--- config.mk ---
export PLATFORM = sky130hd
export DESIGN_NAME = bcd_seq_addsub_flat
export DESIGN_NICKNAME = d
export VERILOG_FILES = /design/src/rtl/bcd_seq_addsub_pkg.sv /design/src/rtl/bcd_seq_addsub_if.sv /design/src/rtl/bcd_seq_addsub_digit_cell.sv /design/src/rtl/bcd_seq_addsub.sv /design/src/flat_wrapper.sv
export SDC_FILE = /design/constraint.sdc
export NUM_CORES = 1
export LEC_CHECK = 0
export BUFFER_PORTS_ARGS = -buffer_cell sky130_fd_sc_hd__buf_2
export CAP_MARGIN = 40
export CELL_PAD_IN_SITES_DETAIL_PLACEMENT = 1
export CELL_PAD_IN_SITES_GLOBAL_PLACEMENT = 1
export CORE_ASPECT_RATIO = 0.8
export CORE_MARGIN = 2
export CORE_UTILIZATION = 45
export DETAILED_ROUTE_END_ITERATION = 8
export PLACE_DENSITY = 0.95
export SYNTH_ARGS = -nofsm -noshare
export SYNTH_HDL_FRONTEND = slang
export SYNTH_HIERARCHICAL = 1
export SYNTH_SLANG_ARGS = --single-unit
--- constraint.sdc ---
create_clock -name clk -period 8.3 [get_ports clk]
set_input_delay 0.83 -clock clk [delete_from_list [all_inputs] [get_ports clk]]
set_output_delay 0.83 -clock clk [all_outputs]
set_load 0.02 [all_outputs]
--- src/rtl/bcd_seq_addsub_pkg.sv ---
// bcd_pkg: shared BCD constants, FSM state type and digit validity check.
package bcd_pkg;
  localparam int DIGIT_W = 4;
  localparam int BCD_MAX = 9;
  localparam int BCD_CORR = 6;
  typedef enum logic [1:0] {IDLE, ADD, NEG, DONE} state_e;
  function automatic logic digit_valid(input logic [DIGIT_W-1:0] d);
    return d <= 4'(BCD_MAX);
  endfunction
endpackage

--- src/rtl/bcd_seq_addsub_if.sv ---
// bcd_seq_addsub_if: start/busy/done request and result bundle.
interface bcd_seq_addsub_if #(parameter int DIGITS = 4);
  logic start;
  logic mode;
  logic [4*DIGITS-1:0] a;
  logic [4*DIGITS-1:0] b;
  logic cin;
  logic busy;
  logic done;
  logic [4*DIGITS-1:0] sum;
  logic cout;
  logic neg;
  logic err;
  modport master (output start, mode, a, b, cin, input busy, done, sum, cout, neg, err);
  modport slave (input start, mode, a, b, cin, output busy, done, sum, cout, neg, err);
endinterface

--- src/rtl/bcd_seq_addsub_digit_cell.sv ---
// bcd_digit_cell: single-digit BCD add with decimal (+6) correction.
module bcd_digit_cell
  import bcd_pkg::*;
(
  input  logic [3:0] x,
  input  logic [3:0] y,
  input  logic       ci,
  output logic [3:0] s,
  output logic       co
);
  logic [4:0] t;
  always_comb begin
    t = 5'(x) + 5'(y) + 5'(ci);
    co = t > 5'(BCD_MAX);
    s = co ? 4'(t + 5'(BCD_CORR)) : t[3:0];
  end
endmodule

--- src/rtl/bcd_seq_addsub.sv ---
// bcd_seq_addsub: digit-serial N-digit BCD add/subtract, LSD first, sign/magnitude result.
module bcd_seq_addsub
  import bcd_pkg::*;
#(
  parameter int DIGITS = 4
) (
  input logic clk,
  input logic rst,
  bcd_seq_addsub_if.slave bus
);
  localparam int W = DIGIT_W * DIGITS;
  localparam int CW = $clog2(DIGITS + 1);
  state_e state_q, state_d;
  logic [W-1:0] a_q, a_d, b_q, b_d, acc_q, acc_d, sum_q, sum_d, acc_sh;
  logic [CW-1:0] cnt_q, cnt_d;
  logic mode_q, mode_d, carry_q, carry_d, cout_q, cout_d, neg_q, neg_d, err_q, err_d;
  logic [3:0] x, y, s;
  logic co, ok, last, accept;
  bcd_digit_cell u_cell (.x(x), .y(y), .ci(carry_q), .s(s), .co(co));
  always_comb begin
    ok = 1'b1;
    for (int i = 0; i < DIGITS; i++)
      ok = ok & digit_valid(bus.a[DIGIT_W*i +: DIGIT_W]) & digit_valid(bus.b[DIGIT_W*i +: DIGIT_W]);
    // NEG pass reuses the cell: ten's complement = (9 - R_i) + carry, carry seeded with 1
    x = (state_q == NEG) ? 4'(BCD_MAX) - acc_q[3:0] : a_q[3:0];
    y = (state_q == NEG) ? 4'd0 : mode_q ? 4'(BCD_MAX) - b_q[3:0] : b_q[3:0];
    acc_sh = W'({s, acc_q} >> DIGIT_W);
    last = cnt_q == CW'(DIGITS - 1);
    accept = bus.start && (state_q == IDLE || state_q == DONE);
    state_d = state_q;
    a_d = a_q;
    b_d = b_q;
    acc_d = acc_q;
    sum_d = sum_q;
    cnt_d = cnt_q;
    mode_d = mode_q;
    carry_d = carry_q;
    cout_d = cout_q;
    neg_d = neg_q;
    err_d = err_q;
    if (state_q == ADD || state_q == NEG) begin
      acc_d = acc_sh;
      carry_d = co;
      cnt_d = cnt_q + 1'b1;
      a_d = a_q >> DIGIT_W;
      b_d = b_q >> DIGIT_W;
      if (last && state_q == ADD && mode_q && !co) begin
        state_d = NEG;
        carry_d = 1'b1;
        cnt_d = '0;
      end else if (last) begin
        state_d = DONE;
        sum_d = acc_sh;
        cout_d = !mode_q && co;
        neg_d = state_q == NEG;
        err_d = 1'b0;
      end
    end else if (accept && !ok) begin
      state_d = DONE;
      sum_d = '0;
      cout_d = 1'b0;
      neg_d = 1'b0;
      err_d = 1'b1;
    end else if (accept) begin
      state_d = ADD;
      a_d = bus.a;
      b_d = bus.b;
      acc_d = '0;
      mode_d = bus.mode;
      carry_d = bus.mode ? ~bus.cin : bus.cin;
      cnt_d = '0;
    end else begin
      state_d = IDLE;
    end
  end
  always_ff @(posedge clk) begin
    if (rst) begin
      state_q <= IDLE;
      a_q <= '0;
      b_q <= '0;
      acc_q <= '0;
      sum_q <= '0;
      cnt_q <= '0;
      mode_q <= 1'b0;
      carry_q <= 1'b0;
      cout_q <= 1'b0;
      neg_q <= 1'b0;
      err_q <= 1'b0;
    end else begin
      state_q <= state_d;
      a_q <= a_d;
      b_q <= b_d;
      acc_q <= acc_d;
      sum_q <= sum_d;
      cnt_q <= cnt_d;
      mode_q <= mode_d;
      carry_q <= carry_d;
      cout_q <= cout_d;
      neg_q <= neg_d;
      err_q <= err_d;
    end
  end
  assign bus.busy = state_q == ADD || state_q == NEG;
  assign bus.done = state_q == DONE;
  assign bus.sum = sum_q;
  assign bus.cout = cout_q;
  assign bus.neg = neg_q;
  assign bus.err = err_q;
endmodule

--- src/flat_wrapper.sv ---
// flat-port wrapper written by rule: the top's interface ports become plain ports
module bcd_seq_addsub_flat import bcd_pkg::*;
#(
  parameter int DIGITS = 4
)
  (clk, rst, bus_start, bus_mode, bus_a, bus_b, bus_cin, bus_busy, bus_done, bus_sum, bus_cout, bus_neg, bus_err);
  bcd_seq_addsub_if #(.DIGITS(DIGITS)) bus_i ();
  input logic clk;
  input logic rst;
  input wire logic [$bits(bus_i.start)-1:0] bus_start;
  input wire logic [$bits(bus_i.mode)-1:0] bus_mode;
  input wire logic [$bits(bus_i.a)-1:0] bus_a;
  input wire logic [$bits(bus_i.b)-1:0] bus_b;
  input wire logic [$bits(bus_i.cin)-1:0] bus_cin;
  output wire logic [$bits(bus_i.busy)-1:0] bus_busy;
  output wire logic [$bits(bus_i.done)-1:0] bus_done;
  output wire logic [$bits(bus_i.sum)-1:0] bus_sum;
  output wire logic [$bits(bus_i.cout)-1:0] bus_cout;
  output wire logic [$bits(bus_i.neg)-1:0] bus_neg;
  output wire logic [$bits(bus_i.err)-1:0] bus_err;
  assign bus_i.start = bus_start;
  assign bus_i.mode = bus_mode;
  assign bus_i.a = bus_a;
  assign bus_i.b = bus_b;
  assign bus_i.cin = bus_cin;
  assign bus_busy = bus_i.busy;
  assign bus_done = bus_i.done;
  assign bus_sum = bus_i.sum;
  assign bus_cout = bus_i.cout;
  assign bus_neg = bus_i.neg;
  assign bus_err = bus_i.err;
  bcd_seq_addsub #(.DIGITS(DIGITS)) u_core (.clk(clk), .rst(rst), .bus(bus_i));
endmodule
==> summary.txt, run 1 <==
Outcome
  – Outcome: complete, no violations

Power and ir drop
  – PwrDens: 339.6 mW/mm2
  – Leak: between 1.5 and 2 nW
  – Maximum VDD drop: 0.1266 mV
  – Total power: between 1 and 1.5 mW

Timing
  – Slew HR: a little under half
  – Fmax: 0.2004 GHz
  – Final-report setup violation count: 0
  – Final setup TNS: 0 ns
  – Fin. max-slew vios: 0
  – Final Cycle Share: between 60% and 70%
  – Actual slew at the worst max-slew pin: 0.8151 ns
  – Min Tclk post-route: 4.990 ns
  – Fin worst setup slack: 3.310 ns
  – Final clock skew: roughly 0.012 ns
  – RSZ-0062 raised after global routing: no
  – Endpoints failing hold: 0

Clocking
  – CTS Buffer Depth: 2
  – TritonCTS buffer count: 9
  – Clock slew at reported path FFs: 0.07 ns
  – CTS Hold Buffers Added: 0
  – Clock root cell: clkbuf_8
  – Post-CTS sizing: 0
  – Clock Latency Late Sink: 0.36 ns
  – CTS tree: yes
  – CTS H-tree depth: 3
  – Clock sinks: 74
  – Setup Buffers After CTS: 0

Synthesis
  – Synth cell types: 40
  – Adder-cell area share of the yosys netlist: 5.330%
  – Most frequent cell after synthesis: dfxtp_1
  – Syn nets: 441
  – #FFs+latches synth: 74
  – Area leader, netlist: dfxtp_1
  – Post-Synth XOR/XNOR Area: 1.577%
  – Post-synth EDFFs: 0
  – Sequential area share after synthesis: 44.44%
  – Largest cells by area after synthesis: dfxtp_1, nand2_1, a311oi_1, nor2_1, ha_1
  – Mean post-synth cell area: about 8.5 um2
  – Largest family of logic cells by synthesized area: compound AO/OA/AOI/OAI gates
  – Main synth FF type: dfxtp_1
  – Yosys warning count: 6
  – Syn Std Cell Area: 0.003333 mm2
  – Synth Instances: 391
  – Portion of netlist area occupied by mux cells: 4.580%
  – Post-synthesis compound-gate area fraction: 19.26%
  – Simple-gate share of the synthesized area: 19.14%
  – Synth top area share: 44.44%
  – Most frequent cells after synthesis: dfxtp_1, nand2_1, nor2_1
  – Asr flop ratio synth: 0%

Setup path
  – CP Buf/Inv Count: 3
  – Crit path from: u_core/state_q[0]
  – Crit end category: flip-flop
  – Slowest stage cell on the critical path: o211ai_1
  – Worst r2r src: u_core/state_q[0]
  – Crit path max-delay family: adder cells
  – Worst Path Required: roughly 8.6 ns
  – CP peak stage delay: about 0.70 ns
  – Startpoint Class: flip-flop
  – Ordered cell list for the critical path: inv_1 > ha_2 > mux2i_1 > fa_1 > fa_1 > xnor2_1 > ha_1 > a31o_1 > o31ai_4 > o211ai_1 > inv_1 > nor3_1 > buf_4 > a22o_1
  – Critical path peak fanout: 11
  – Critical path type: flip-flop to flip-flop
  – Worst path arrival time: 5.28 ns

Die
  – Num rows: 28
  – Die W: 100.2 um
  – Core area: 0.007287 mm2
  – Die area: 0.008116 mm2
  – Initial Util: 45.74%
  – Ports: 58
  – Chip height: 80.98 um

Routing
  – Remaining antenna violation count: 0
  – WL/cell: 20.59 um
  – DRC violations left: 0
  – Vias: 3217
  – Vias per Instance: 6.070
  – DRT Pass-1 Iters: 4
  – DRT iter0 DRCs: 240
  – Routed WL: roughly 11000 um

Run
  – Max Cap Viol: 0

Placed design
  – # placed instances: 515
  – PortBufs: 57
  – RD Place Congestion: ~0.83
  – Post-detail-place hpwl: ~7200 um
  – Placed cell area: approximately 0.0037 mm2
  – Pre-CTS WS: 3.669 ns

Global route
  – Vias in the first global route: 3351
  – Initial antenna violation count: 0
  – Total track usage: 28.37%
  – Grt ovf: 0
  – Largest net degree at the start of global routing: 74
  – First-pass GRT wire length: 17450 um

Cells and area
  – Post-route insts no fill: 530
  – Share of cells above drive strength 1: 19.55%
  – Layout area overhead: 16.82%
  – ANT cells: 0
  – Final instance area: between 0.003 and 0.004 mm2
  – Final #Nets: 486
  – Filler cells: 882

Min path
  – Worst min path class: flip-flop to flip-flop
  – Hold Startpoint: u_core/bus.neg
## worst reg2reg max path, delay by kind of cell, from the launching register on
kind                     cells  cell delay [ns]
AND/OR/NAND/NOR              1             0.68
buffers and inverters        3             0.61
multiplexers                 1             0.20
AO/OA/AOI/OAI                4             1.19
flip-flops                   1             0.45
adder cells (fa/ha/maj)      4             1.47
XOR/XNOR                     1             0.34
## sequential cells by signal, summed over array words and instances (netlist names)
register and flops:
u_core/a_q 16, u_core/acc_q 16, u_core/b_q 16, u_core/bus.cout 1
u_core/bus.err 1, u_core/bus.neg 1, u_core/bus.sum 16, u_core/carry_q 1
u_core/cnt_q 3, u_core/mode_q 1, u_core/state_q 2
## report_power, final
group	internal, mW	leakage [nW]	switching [mW]
clock	0.166	0.105	0.134
combinational	0.183	0.830	0.351
sequential	0.430	0.602	0.0576
## metal layers
metal,vias to the layer above,track usage (%),wire length [um]
met5,-,0,0
li1,1460,-,-
met3,38,7.573,532
met2,128,47.99,5437
met4,0,14.11,401
met1,1591,33.60,4540
## path summary, 6_finish.rpt
check / end / slack [ns] / cells past startpoint
max: u_core/bus.sum[6] / 3.31 / 14
min: u_core/bus.neg / 0.47 / 2
max reg2reg: u_core/bus.sum[6] / 3.31 / 14
min reg2reg: u_core/bus.neg / 0.47 / 2
## cell usage in the layout, fill, tap and decap left out, types with 2 or more instances in the layout
cell	count
ha_1	10
xor2_1	2
and4_1	2
bufinv_16	2
a22o_1	12
a311oi_1	24
nand3_1	21
o32ai_1	4
nand4_1	2
a31oi_1	2
mux2i_1	13
nor2_1	44
nand2b_1	4
clkbuf_8	9
a21oi_1	24
and3_1	2
o21ai_0	5
nor3_1	3
mux2_2	2
o21ai_1	8
buf_4	4
xnor2_1	4
fa_1	2
dfxtp_1	74
nand2_1	69
buf_2	57
inv_1	13
clkinv_2	3
## stage by stage
| stage | util (%) | hold slack [ns] |
|---|---|---|
| 2_1_floorplan | - | 0.4448 |
| 3_3_place_gp | 49.66 | 0.4490 |
| 3_5_place_dp | 50.60 | 0.4648 |
| 4_1_cts | 53.43 | 0.4705 |
| 5_1_grt | 53.43 | 0.4968 |
| 6_report | 53.43 | 0.4717 |
## final cells by class
type	instances	area [um2]	area share [%]
Multi-Input combinational cell	274	1675	43.03
Sequential cell	74	1481	38.05
Timing Repair Buffer	64	369.1	9.479
Clock buffer	9	123.9	3.181
Tap cell	90	112.6	2.892
Clock inverter	6	82.58	2.121
Inverter	13	48.80	1.253
## logic make-up (layout without fill, tap and decap cells)
| logic type | after synthesis | count (layout) |
|---|---|---|
| muxes | 15 | 15 |
| adders and majority gates | 13 | 13 |
| DFF | 74 | 74 |
| AOI/OAI and AO/OA | 89 | 89 |
| buffers and inverters | 43 | 92 |
| xor gates and xnor gates | 6 | 6 |
| and+or+nand+nor | 151 | 151 |
(Power assumes the default switching activity.)
==> run 2: changes to the inputs <==
--- a/config.mk
+++ b/config.mk
@@ -5,15 +5,16 @@
 export SDC_FILE = /design/constraint.sdc
 export NUM_CORES = 1
 export LEC_CHECK = 0
+export ABC_AREA = 1
 export BUFFER_PORTS_ARGS = -buffer_cell sky130_fd_sc_hd__buf_2
 export CAP_MARGIN = 40
 export CELL_PAD_IN_SITES_DETAIL_PLACEMENT = 1
 export CELL_PAD_IN_SITES_GLOBAL_PLACEMENT = 1
 export CORE_ASPECT_RATIO = 0.8
 export CORE_MARGIN = 2
-export CORE_UTILIZATION = 45
+export CORE_UTILIZATION = 37
 export DETAILED_ROUTE_END_ITERATION = 8
-export PLACE_DENSITY = 0.95
+export PLACE_DENSITY = 0.87
 export SYNTH_ARGS = -nofsm -noshare
 export SYNTH_HDL_FRONTEND = slang
 export SYNTH_HIERARCHICAL = 1
==> constraint.sdc (replaced) <==
create_clock -name clk -period 4.3 [get_ports clk]
set_input_delay 0.43 -clock clk [delete_from_list [all_inputs] [get_ports clk]]
set_output_delay 0.43 -clock clk [all_outputs]
set_load 0.02 [all_outputs]
==> run 2 against run 1 <==
Net effect: sequential share of layout area down 5.2 points; die area up 41%; final cell count up 36%; routed wire length down 3.4%; hold slack worse by 0.16 ns; global-route usage down 8.9 points; power up 66%; synthesized area up 18%; sequential cell count unchanged; fmax up 34%; non-clock buffer count down 5; critical path depth up 6; critical path type unchanged; critical endpoint is now u_core/bus.sum[1]; largest power group is now registers; highest routed layer unchanged.
==> summary.txt, run 2 <==
Synthesis
  – Asr flop ratio synth: 0% (unchanged)
  – Syn Std Cell Area: 0.003925 mm2 (+18%)
  – Most frequent cell after synthesis: nand2_1
  – Yosys warning count: 6 (unchanged)
  – Synth Instances: 537 (+37%)
  – Syn nets: 587 (+33%)
  – Main synth FF type: dfxtp_1
  – Post-synth EDFFs: 0 (unchanged)
  – Largest cells by area after synthesis: dfxtp_1, nand2_1, nand3_1, a21oi_2, nor2_1
  – Sequential area share after synthesis: 37.74% (-6.7 points)
  – #FFs+latches synth: 74 (unchanged)
  – Area leader, netlist: dfxtp_1
  – Mean post-synth cell area: 7.309 um2 (-14%)
  – Synth cell types: 32 (-20%)
  – Synth top area share: 37.74% (-6.7 points)
  – Most frequent cells after synthesis: nand2_1, dfxtp_1, nand3_1

Global route
  – First-pass GRT wire length: 17620 um (+0.95%)
  – Vias in the first global route: 3668 (+9.5%)
  – Total track usage: 19.44% (-8.9 points)
  – Grt ovf: 0 (unchanged)
  – Largest net degree at the start of global routing: 62 (-16%)
  – Initial antenna violation count: 0 (unchanged)

Die
  – Die W: 119.2 um (+19%)
  – Num rows: 33 (+18%)
  – Chip height: 96.12 um (+19%)
  – Ports: 58 (unchanged)
  – Die area: 0.01145 mm2 (+41%)
  – Core area: 0.01028 mm2 (+41%)
  – Initial Util: 38.18% (-7.6 points)

Timing
  – Slew HR: 55.52% (+10 points)
  – Min Tclk post-route: 3.723 ns (-1.266 ns)
  – Final clock skew: 0.007217 ns (-0.004827 ns)
  – Final-report setup violation count: 0 (unchanged)
  – RSZ-0062 raised after global routing: no
  – Fmax: 0.2686 GHz (+34%)
  – Final setup TNS: 0 ns (unchanged)
  – Actual slew at the worst max-slew pin: 0.6663 ns (-0.1489 ns)
  – Endpoints failing hold: 0 (unchanged)
  – Fin. max-slew vios: 0 (unchanged)
  – Final Cycle Share: 86.59% (+26 points)
  – Fin worst setup slack: 0.5766 ns (-2.734 ns)

Setup path
  – Critical path peak fanout: 26 (+15)
  – R2r worst-path depth: 20 (+6)
  – Worst r2r src: u_core/state_q[0]
  – Worst path arrival time: 4.00 ns (-1.28 ns)
  – RR Endpoint: u_core/bus.sum[1]
  – R2R Setup Slk: 0.58 ns (-2.73 ns)
  – Crit path capture: u_core/bus.sum[1]
  – Crit path from: u_core/state_q[0]
  – Startpoint Class: flip-flop
  – Crit end category: flip-flop
  – Worst Path Required: 4.57 ns (-4.02 ns)
  – Critical path type: flip-flop to flip-flop

Clocking
  – Post-CTS sizing: 0 (unchanged)
  – Clock sinks: 74 (unchanged)
  – CTS Hold Buffers Added: 0 (unchanged)
  – Clock root cell: clkbuf_16
  – TritonCTS buffer count: 9 (unchanged)
  – CTS H-tree depth: 3 (unchanged)
  – CTS Buffer Depth: 2 (unchanged)
  – CTS tree: yes
  – Clock Latency Late Sink: 0.33 ns (-0.03 ns)
  – Setup Buffers After CTS: 0 (unchanged)
  – Clock slew at reported path FFs: 0.06 ns (about the same)

Power and ir drop
  – Leak: 2.022 nW (+32%)
  – PwrDens: 488.1 mW/mm2 (+44%)
  – Maximum VDD drop: 0.1818 mV (+44%)
  – Total power: 2.201 mW (+66%)

Cells and area
  – Final #Nets: 627 (+29%)
  – Layout area overhead: 14.85%
  – Share of cells above drive strength 1: 23.41% (+3.9 points)
  – Most frequent cells in the layout: nand2_1, dfxtp_1, buf_2
  – ANT cells: 0 (unchanged)
  – Most common cell after layout, fill and taps aside: nand2_1

Run
  – Max Cap Viol: 0 (unchanged)

Routing
  – DRT Pass-1 Iters: 5 (+1)
  – WL/cell: 14.62 um (-29%)
  – DRT iter0 DRCs: 174 (-28%)
  – Remaining antenna violation count: 0 (unchanged)
  – Vias per Instance: 5.072 (-16%)
  – DRC violations left: 0 (unchanged)
  – Routed WL: 10540 um (-3.4%)
  – Vias: 3657 (+14%)

Placed design
  – RD Place Congestion: 0.8318 (-0.31%)
  – Pre-CTS WS: 0.6357 ns (-3.034 ns)
  – Post-detail-place hpwl: 7262 um (+0.89%)
  – PortBufs: 57 (unchanged)

Outcome
  – Outcome: complete, no violations

Min path
  – Worst min path class: primary input to flip-flop
==> run 2: changes by cell type after synthesis, moves of 10 or more <==
cell,delta
nand2_1,+75
nand3_1,+34
nand2_2,+26
a311oi_1,-24
a21oi_2,+21
inv_1,+14
mux2i_1,-13
a22o_1,-12
nand3b_1,+12
o21ai_0,+10
==> run 2: cell families (layout without fill, tap and decap cells) <==
logic type | count (synthesis) | in the layout | share of synthesized area (%)
AOI/OAI and AO/OA | 89 | 89 | 14.50
xor gates and xnor gates | 3 | 3 | 0.6696
adders and majority gates | 13 | 13 | 4.527
buffers and inverters | 61 | 105 | 7.587
DFF | 74 | 74 | 37.74
and+or+nand+nor | 297 | 297 | 34.97
==> run 2: power by group <==
part           switching [mW]  internal (mW)
logic                   0.447          0.214
clock network           0.278          0.460
registers              0.0404          0.761
total                   0.766           1.43
==> run 2: per-layer routing <==
metal / vias to the layer above / global-route usage (%) / routed length, um
met4: 0 / 5.853 / 149
met1: 1766 / 23.76 / 4769
li1: 1813 / - / -
met3: 11 / 5.806 / 450
met5: - / 0 / 0
met2: 67 / 33.33 / 5173
==> run 2: cell type report <==
cell class	instances	area [um2]
Fill cell	1310	5773
Multi-Input combinational cell	402	2148
Sequential cell	74	1481
Timing Repair Buffer	59	300.3
Clock buffer	12	246.5
Tap cell	140	175.2
Inverter	31	116.4
Clock inverter	3	40.04
==> run 2: how the worst min path moves through the flow <==
| stage | end | from | slack (ns) | cells after the start |
|---|---|---|---|---|
| after floorplan | u_core/acc_q[0] | u_core/acc_q[0] | 0.45 | 2 |
| after global placement | u_core/bus.err | u_core/bus.err | 0.46 | 2 |
| after detailed placement | u_core/bus.err | u_core/bus.err | 0.47 | 2 |
| after CTS | u_core/b_q[12] | bus_b[12] | 0.31 | 3 |
| after global routing | u_core/b_q[12] | bus_b[12] | 0.32 | 3 |
| final | u_core/b_q[12] | bus_b[12] | 0.32 | 3 |
==> run 2: critical path, cell delays in order (launching register included) <==
cell and delay, ns:
dfxtp_1 0.39, inv_1 0.07, ha_2 0.22, inv_1 0.18, o21ai_0 0.15, fa_1 0.47, fa_1 0.41, inv_1 0.08
nand2_2 0.06, nand2_2 0.10, ha_1 0.26, a21oi_4 0.05, nand2_4 0.10, nand2_4 0.08, o21ai_2 0.24, inv_2 0.10
nand2_4 0.23, nand2_2 0.21, nand2_1 0.12, nand2_1 0.06, nor2_1 0.09
==> run 2: through the flow <==
| stage | util (%) | hold slack, ns | instance area [um2] | instances |
|---|---|---|---|---|
| floorplan | - | 0.4545 | 3925 | 537 |
| global placement | 41.06 | 0.4616 | 4222 | 706 |
| detailed placement | 41.06 | 0.4689 | 4222 | 706 |
| CTS | 43.85 | 0.3109 | 4508 | 721 |
| global route | 43.85 | 0.3223 | 4508 | 721 |
| finish | 43.85 | 0.3161 | 4508 | 721 |
==> run 3: changes to the inputs <==
--- a/config.mk
+++ b/config.mk
@@ -12,9 +12,9 @@
 export CELL_PAD_IN_SITES_GLOBAL_PLACEMENT = 1
 export CORE_ASPECT_RATIO = 0.8
 export CORE_MARGIN = 2
-export CORE_UTILIZATION = 37
+export CORE_UTILIZATION = 41
 export DETAILED_ROUTE_END_ITERATION = 8
-export PLACE_DENSITY = 0.87
+export PLACE_DENSITY = 0.91
 export SYNTH_ARGS = -nofsm -noshare
 export SYNTH_HDL_FRONTEND = slang
 export SYNTH_HIERARCHICAL = 1
==> constraint.sdc (replaced) <==
create_clock -name clk -period 3.95 [get_ports clk]
set_input_delay 0.395 -clock clk [delete_from_list [all_inputs] [get_ports clk]]
set_output_delay 0.395 -clock clk [all_outputs]
set_load 0.02 [all_outputs]
==> run 3 against run 2 <==
Net effect: via count is 0.14% lower; clock power increased by 4.1%; global-route usage rose by 2.6 points; combinational power is 9.1% higher; sequential share of layout area rose by 0.12 points; cell area is 0.36% lower; final cell count is 3.2% lower; power up 7.4%; clock skew increased by 0.0019 ns.
==> summary.txt, run 3 (same netlist as run 2, synthesis figures left out) <==
Setup path
  – RR Endpoint: u_core/bus.cout
  – CP peak stage delay: 0.49 ns (+0.02 ns)
  – Startpoint Class: flip-flop
  – R2r worst-path depth: 19 (-5.0%)
  – Worst r2r src: u_core/state_q[0]
  – R2R Setup Slk: 0.31 ns (-0.27 ns)
  – Critical path type: flip-flop to flip-flop
  – Crit path capture: u_core/bus.cout
  – Worst path arrival time: 3.87 ns (-0.13 ns)
  – Critical path peak fanout: 26 (unchanged)
  – Crit path max-delay family: adder cells
  – CP Buf/Inv Count: 3 (-1)
  – Worst Path Required: 4.18 ns (-0.39 ns)
  – Crit end category: flip-flop
  – Ordered cell list for the critical path: inv_1 > ha_2 > inv_1 > o21ai_0 > fa_1 > fa_1 > nand2_1 > nand2_2 > ha_1 > a21oi_4 > nand2_4 > nand2_4 > o21ai_2 > inv_2 > nand2_8 > nand2_4 > nand2_1 > nand2_1 > nor2_1
  – Crit. path cell count: 19 (-5.0%)
  – Crit path from: u_core/state_q[0]
  – Slowest stage cell on the critical path: fa_1

Clocking
  – Clock sinks: 74 (unchanged)
  – Clock Latency Late Sink: 0.34 ns (about the same)
  – Setup Buffers After CTS: 0 (unchanged)
  – CTS tree: yes
  – CTS Buffer Depth: 2 (unchanged)
  – Clock root cell: clkbuf_16
  – Clock slew at reported path FFs: 0.06 ns (about the same)
  – Post-CTS sizing: 0 (unchanged)
  – CTS Hold Buffers Added: 0 (unchanged)
  – TritonCTS buffer count: 9 (unchanged)
  – CTS H-tree depth: 3 (unchanged)

Cells and area
  – Most common cell after layout, fill and taps aside: nand2_1
  – ANT cells: 0 (unchanged)
  – Layout area overhead: 14.44%
  – Post-route insts no fill: 698 (-3.2%)
  – Share of cells above drive strength 1: 24.01% (+0.61 points)
  – Most frequent cells in the layout: nand2_1, dfxtp_1, buf_2
  – Filler cells: 1190 (-9.2%)
  – Final #Nets: 628 (+0.16%)

Routing
  – DRT Pass-1 Iters: 4 (-1)
  – WL/cell: 15.42 um (+5.5%)
  – DRC violations left: 0 (unchanged)
  – Vias: 3652 (-0.14%)
  – Remaining antenna violation count: 0 (unchanged)
  – Vias per Instance: 5.232 (+3.2%)
  – Routed WL: 10770 um (+2.1%)
  – DRT iter0 DRCs: 177 (+1.7%)

Power and ir drop
  – Leak: 2.017 nW (-0.26%)
  – PwrDens: 526.4 mW/mm2 (+7.8%)
  – Maximum VDD drop: 0.3098 mV (+70%)

Global route
  – Total track usage: 22.03% (+2.6 points)
  – Largest net degree at the start of global routing: 65 (+4.8%)
  – Grt ovf: 0 (unchanged)
  – Initial antenna violation count: 0 (unchanged)
  – First-pass GRT wire length: 18430 um (+4.6%)
  – Vias in the first global route: 3825 (+4.3%)

Placed design
  – # placed instances: 682 (-3.4%)
  – RD Place Congestion: 0.8422 (+1.3%)
  – PortBufs: 57 (unchanged)
  – Post-detail-place hpwl: 7609 um (+4.8%)

Timing
  – RSZ-0062 raised after global routing: no
  – Final setup TNS: 0 ns (unchanged)
  – Final hold slack: 0.2773 ns (-0.03885 ns)
  – Endpoints failing hold: 0 (unchanged)
  – Actual slew at the worst max-slew pin: 0.6588 ns (-0.007422 ns)
  – Final Cycle Share: 92.22% (+5.6 points)
  – Slew HR: 56.01% (+0.50 points)
  – Final clock skew: 0.009080 ns (+0.001863 ns)
  – Fin. max-slew vios: 0 (unchanged)
  – Fmax: 0.2745 GHz (+2.2%)
  – Final-report setup violation count: 0 (unchanged)
  – Min Tclk post-route: 3.643 ns (-0.08062 ns)

Min path
  – Worst min path class: primary input to flip-flop
  – Hold Startpoint: bus_a[12]

Die
  – Chip height: 91.52 um (-4.8%)
  – Die W: 113.4 um (-4.8%)
  – Die area: 0.01038 mm2 (-9.4%)
  – Initial Util: 42.70% (+4.5 points)
  – Core area: 0.009193 mm2 (-11%)
  – Num rows: 31 (-6.1%)
  – Ports: 58 (unchanged)

Outcome
  – Outcome: complete, no violations

Run
  – Max Cap Viol: 0 (unchanged)
## run 3: cell type report
type                       instances  area (um2)  area share (%)
multi-input combinational        402        2162           48.13
sequential                        74        1481           32.98
timing repair buffer              60       307.8           6.852
clock buffer                      10       239.0           5.320
tap                              115       143.9           3.203
inverter                          31       116.4           2.591
clock inverter                     6       41.29          0.9192
## run 3: routing by layer
metal	vias up	wire length (um)	track usage [%]	share of wire, %
li1	1816	-	-	-
met5	-	0	0	0
met4	0	101	4.980	0.94
met1	1761	4900	27.62	46
met2	66	5370	38.12	50
met3	9	393	5.474	3.7
## run 3: power breakdown
group | leakage (nW) | total [mW] | internal (mW) | switching (mW)
sequential | 0.603 | 0.875 | 0.828 | 0.0470
clock | 0.143 | 0.768 | 0.443 | 0.325
combinational | 1.27 | 0.721 | 0.232 | 0.489
## run 3: worst min path at each step
stage / to / slack, ns / cells after the start
2_1_floorplan: u_core/acc_q[0] / 0.45 / 2
3_3_place_gp: u_core/bus.err / 0.46 / 2
3_5_place_dp: u_core/bus.err / 0.47 / 2
4_1_cts: u_core/a_q[12] / 0.27 / 3
5_1_grt: u_core/b_q[13] / 0.30 / 3
6_report: u_core/a_q[12] / 0.28 / 3
## run 3: stage by stage
stage                     utilization, %  setup slack (ns)  area (um2)  total power [mW]
final                              48.86            0.3072        4492             2.364
after global routing               48.86           0.03138        4492             2.507
after CTS                          48.71            0.2277        4478             2.373
after detailed placement           45.66            0.2971        4198             1.597
after global placement             45.66            0.5419        4198             1.555
after floorplan                        -            0.7981        3925             1.443
## run 3: tightest hold or removal path, cell delays in order
cell and delay [ns]:
buf_2 0.07, nor2_1 0.03, nor2_1 0.08
